<file path="src/rtl/clk_period_meter.sv">
// clk_period_meter: measures slow_clk period/high time in clk_in cycles with lock and timeout status.
// Define PERIOD_METER_DUTY_EN to enable high_time measurement; otherwise high_time is tied to 0.
module clk_period_meter #(
  parameter int CNT_W       = 32,
  parameter int TIMEOUT     = 1000000,
  parameter int SYNC_STAGES = 2
) (
  input  logic             clk_in,
  input  logic             rst,
  input  logic             slow_clk,
  output logic             rise_pulse,
  output logic [CNT_W-1:0] period,
  output logic             period_valid,
  output logic [CNT_W-1:0] high_time,
  output logic             locked,
  output logic             timeout
);
  localparam logic [0:0] IDLE    = 1'b0;
  localparam logic [0:0] MEASURE = 1'b1;
  logic [SYNC_STAGES-1:0] sync;
  logic [0:0] state;
  logic s, s_d, rise, first;
  logic [CNT_W-1:0] cnt, cnt_inc;
  assign s       = sync[SYNC_STAGES-1];
  assign rise    = s & ~s_d;
  assign cnt_inc = cnt + 1'b1;
  always_ff @(posedge clk_in or posedge rst) begin
    if (rst) begin
      sync         <= '0;
      s_d          <= 1'b0;
      rise_pulse   <= 1'b0;
      period_valid <= 1'b0;
      period       <= '0;
      locked       <= 1'b0;
      timeout      <= 1'b0;
      first        <= 1'b0;
      cnt          <= '0;
      state        <= IDLE;
    end else begin
      sync         <= {sync[SYNC_STAGES-2:0], slow_clk};
      s_d          <= s;
      rise_pulse   <= rise;
      period_valid <= 1'b0;
      cnt          <= rise ? '0 : (&cnt ? cnt : cnt_inc);
      if (state == IDLE) begin
        if (rise) begin
          state   <= MEASURE;
          timeout <= 1'b0;
          first   <= 1'b1;
        end
      end else if (rise) begin
        // first update after arming has no valid previous period to compare
        period       <= cnt_inc;
        period_valid <= 1'b1;
        locked       <= !first && cnt_inc == period && cnt_inc != '0;
        first        <= 1'b0;
      end else if (cnt_inc == CNT_W'(TIMEOUT)) begin
        state   <= IDLE;
        timeout <= 1'b1;
        locked  <= 1'b0;
      end
    end
  end
`ifdef PERIOD_METER_DUTY_EN
  logic fall;
  assign fall = ~s & s_d;
  always_ff @(posedge clk_in or posedge rst) begin
    if (rst) high_time <= '0;
    else if (state == MEASURE && fall) high_time <= cnt_inc;
  end
`else
  assign high_time = '0;
`endif
endmodule

</file>
<file path="config.mk">
export PLATFORM = sky130hd
export DESIGN_NAME = clk_period_meter
export DESIGN_NICKNAME = d
export VERILOG_FILES = /design/src/rtl/clk_period_meter.sv
export SDC_FILE = /design/constraint.sdc
export NUM_CORES = 1
export LEC_CHECK = 0
export BUFFER_PORTS_ARGS = -buffer_cell sky130_fd_sc_hd__buf_2
export CORE_MARGIN = 2
export CORE_UTILIZATION = 30
export DETAILED_ROUTE_END_ITERATION = 12
export PLACE_DENSITY = 0.45
export SLEW_MARGIN = 10
export SYNTH_ARGS = -nofsm -noshare
export SYNTH_HDL_FRONTEND = slang
export SYNTH_SLANG_ARGS = --single-unit
</file>
<file path="constraint.sdc">
create_clock -name clk_in -period 3.2 [get_ports clk_in]
set_clock_uncertainty 0.15 [all_clocks]
set_input_delay 0.32 -clock clk_in [delete_from_list [all_inputs] [get_ports clk_in]]
set_output_delay 0.32 -clock clk_in [all_outputs]
set_load 0.005 [all_outputs]
</file>
Word-level counts from Yosys, hierarchy flattened
Index checks and enable logic that the tools add are counted.

storage, ports and cells
  latch bits = 0
  memories kept = 0
  ROM bits = 0
  bits in writable memories = 0
  logic and storage cells = 42
  flip-flop bits (word level) = 73

cells by class
  shift-type cells = 0
  divide/modulo/power cells = 0
  $add $sub $neg = 1
  eq/ne operators = 4
  multiplexer cells = 15
  $lt $le $gt $ge = 0
  reduce and logical (&&, ||, !) cells = 10
  bitwise logic cells = 2
  multipliers = 0

operator list
  kind                   number
  $mux 32                2
  $add 32x1->32 const B  1
  $eq 32x20->1 const B   1
  $eq 32x32->1           1
  $reduce_and 32->1      1
  $reduce_bool 32->1     1
  $mux 1                 13
  $ne 2x2->1 const B     2
  $reduce_and 2->1       2
  $reduce_bool 2->1      2
  $reduce_and 3->1       1
  $logic_and 1x1->1      2
  $and 1x1->1            1
  $logic_not 1->1        1
  $not 1->1              1

Logic depth before layout (Yosys ltp)
  word-level depth = 5
  depth in mapped cells = 11
  gate-level depth less buffers = 9

Least setup slack after synthesis
OpenSTA, ideal clock, no wires.

  path type = register -> register
  start = reg cnt[1]
  end = reg locked
  required time = 2985 ps
  cell stages (with the launch flop) = 10
  arrival time = 3120 ps
  path buffers = 0
  library setup time = 65 ps
  path slack = -135 ps
  cells stage by stage = dfrtp_1 > ha_1 > nand3_1 > or4_1 > nor4b_2 > mux2i_1 > nand4_1 > a2111o_1 > a2111oi_2 > mux2_2

between the ends
  word-level cells in the longest chain between the ends = 5
  elaborated cells between the ends (all ways) = 9
  classes of those cells = 1 x add/sub; 2 x eq/ne; 1 x mux; 5 x reduce/logical

RTL lines
  element                         RTL line  source
  start: declaration              23        logic [CNT_W-1:0] cnt, cnt_inc;
  start signal: assignment        44        cnt <= rise ? '0 : (&cnt ? cnt : cnt_inc);
  $add 32x1->32 *                 26        assign cnt_inc = cnt + 1'b1;
  $eq 32x32->1                    55        locked <= !first && cnt_inc == period && cnt_inc != '0;
  $logic_and 1x1->1 (2 in a row)  55
  $mux 1                          51        end else if (rise) begin
  end signal: assignment          34        locked <= 1'b0;
  end signal: assignment          55
  end signal: assignment          60        locked <= 1'b0;
  end: declaration                15        output logic locked,

Mark *: on every way between the ends. The rest lies on a longest branch, timed or not.
A chain may end at the register's enable or synchronous reset.

Worst setup path after layout
  start = reg cnt[14]
  end = reg locked

Same word-level chain as after synthesis.

==> results_dict.tcl <==
set metrics [dict create \
    status "completed" \
    antenna_found_initial 0 \
    wl_per_cell_um 17.7 \
    post-route-period-util_pct 99.3 \
    worstPathMaxFanout 6 \
    n_antenna_cell 0 \
    synth-edff-count 0 \
    r2r_start "cnt[14]" \
    setup_viol 0 \
    worst_setup_path_start_kind "flop" \
    min_period_ns 3.18 \
    whs_path_depth 0 \
    critical-path-top-cell-by-count "buf_6" \
    syn_area_per_cell_sq_um 8.91 \
    hold_class "flop to flop" \
    area_growth_pct 32.7 \
    rr_endpoint "locked" \
    ant_nets 0 \
    drive_above_1_share_pct 32.5 \
    cpMaxStageDelayCell "or4_4" \
    rr_worst_depth 11 \
    synth_top_cell_area_share_pct 38.4 \
    rrSetupSlack_ns 0.02 \
    drv_slew 0 \
    die_h_um 130 \
    worstSetupPathType "flop to flop" \
    die-area_sq_mm 0.0169 \
    port_buffers 38 \
    tritoncts "done" \
    ys.flop_type "dfrtp_1" \
    synth_common_cells "73 x dfrtp_1, 51 x nor2_1, 40 x o21ai_0" \
    synth.most_common_cell "dfrtp_1" \
    clkTransAtPathRegs_ns 0.06 \
    post-dp-hpwl_um 11700 \
    drt_wl_total_um 15400 \
    cts_root_buffer "clkbuf_16" \
    ys_ff_latch 73 \
    max_freq_mhz 315 \
    fp.coreArea_sq_mm 0.0157 \
    grt_pass1_vias 4239 \
    cts_sinks 73 \
    rows 46 \
    cts_buffer_depth 2 \
    cts_inserted_buffers 9 \
    vias_per_cell 5.00 \
    drv_cap 0 \
    cpPeakStageDelay_ns 0.59 \
    start_util_pct 30.3 \
    finalHoldViolations 0 \
    postSynthCellCount 534 \
    postLayoutCoreUtil_pct 40.2 \
    grt_overflow 0 \
    die_width_um 130 \
    drc 0 \
    first_pass_iters 5 \
    synth_area_leaders "dfrtp_1 38%, xnor2_1 6.8%, buf_4 5.5%, o21ai_0 4.2%, nor2_1 4.0%" \
    fin_nets 651 \
    synth-async-reset-ratio_pct 100 \
    cp.arrival_ns 3.31 \
    first_iter_violations 214 \
    p_leak_nw 2.75 \
    yosysUniqueCellTypes 63 \
    crit_path_cell_trace "buf_6, nand4_1, or4_4, buf_6, nor4_4, buf_4, a2bb2oi_2, o2111ai_2, nand4b_1, a2111oi_4, mux2_4" \
    min_to "sync[1]" \
    worst_ep_required_time_ns 3.34 \
    fill_cells 1582 \
    peakVddDrop_v 0.000253 \
    cp-end-kind "flop" \
    vias 4329 \
    grt_pass1_wl_um 23700 \
    h-tree-depth 3 \
    grt_usage_pct 18.9 \
    maxSlewHeadroom_pct 56.6 \
    holdCritStartpoint "sync[0]" \
    place_congestion 0.944 \
    cp-startpoint "cnt[14]" \
    ios 71 \
    insertion_delay_ns 0.35 \
    finalInstanceArea_sq_mm 0.00631 \
    place_area_sq_mm 0.00562 \
    p_total_mw 2.62 \
    seq_area_frac_synth_pct 38.4 \
    powerDensity_mw_per_mm2 415 \
    yosys_warnings 0 \
    synth_top_area_cell "dfrtp_1" \
    grt_max_degree 40 \
    netlist_area_sq_mm 0.00476 \
    grt_setup_unrepaired "true" \
    tightest_slew_ns 0.651 \
]
logic make-up after synthesis:
family	synth area share (%)
AOI/OAI and AO/OA	13.8
and+or+nand+nor	23.2
buffers and inverters	9.68
adders and majority gates	0.789
other	0.0788
muxes	2.21
xor gates and xnor gates	11.8
DFF	38.4
power breakdown:
part           leakage [nW]  switching [mW]  internal [mW]
sequential            0.932           0.109           1.01
clock                 0.139           0.388          0.588
combinational          1.68           0.270          0.258
total                  2.75           0.767           1.85
worst max path at each step:
| stage | end | slack [ns] |
|---|---|---|
| 4_1_cts | locked | 0.003 |
| 3_5_place_dp | locked | -0.17 |
| 3_3_place_gp | locked | -0.13 |
| 2_1_floorplan | locked | 0.03 |
| 5_1_grt | timeout | -0.11 |
| 6_report | locked | 0.02 |
through the flow:
stage	instances	hold WS (ns)	setup WS [ns]	setup TNS [ns]
floorplan	565	0.181	0.0347	0
global placement	835	0.190	-0.135	-0.135
detailed placement	835	0.192	-0.175	-0.257
CTS	859	0.211	0.00348	0
global route	866	0.221	-0.107	-0.199
finish	866	0.206	0.0224	0
timing repair:
item,4_1_cts,5_1_grt
gates resized for setup,28,24
pin swaps,12,13
hold buffers,2,0
hold endpoints to repair,35,0
setup endpoints to repair,2,2
setup buffers,7,7
routing by layer:
metal / share of wire [%] / track usage (%)
met1: 46 / 25.7
met2: 45 / 29.0
met3: 6.4 / 4.22
met4: 3.0 / 8.29
met5: 0 / 0
registers in the layout (all words and copies together) (netlist names):
name and cells:
cnt 32, period_valid 1, timeout 1, state 1, sync 2, rise_pulse 1, locked 1, s_d 1
first 1, period 32
critical path, delay by kind of cell (launching register included):
family                 cells  cell delay, ns
AOI/OAI and AO/OA          3            0.70
buffers and inverters      3            0.45
DFF                        1            0.38
muxes                      1            0.20
and+or+nand+nor            4            1.22
placed cells by master (no fill, tap or decap), drive strengths merged, types with 13 or more instances in the layout:
master	netlist	final
a21oi	35	35
buf	46	139
clkbuf	26	14
conb	1	32
dfrtp	73	73
nand2	24	24
nand3	16	16
nand4	21	21
nor2	51	51
nor3	13	13
nor4	16	16
o21ai	40	40
xnor2	38	38
xor2	15	15
area by class of cell:
class	instances	area (sq um)	area share, %
Clock buffer	14	274	4.34
Clock inverter	2	12.5	0.198
Sequential cell	73	1830	29.0
Timing Repair Buffer	141	1020	16.2
Multi-Input combinational cell	408	2860	45.3
Tap cell	216	270	4.28
Inverter	12	46.3	0.734
Note: power is estimated with default switching activity, not from simulation.
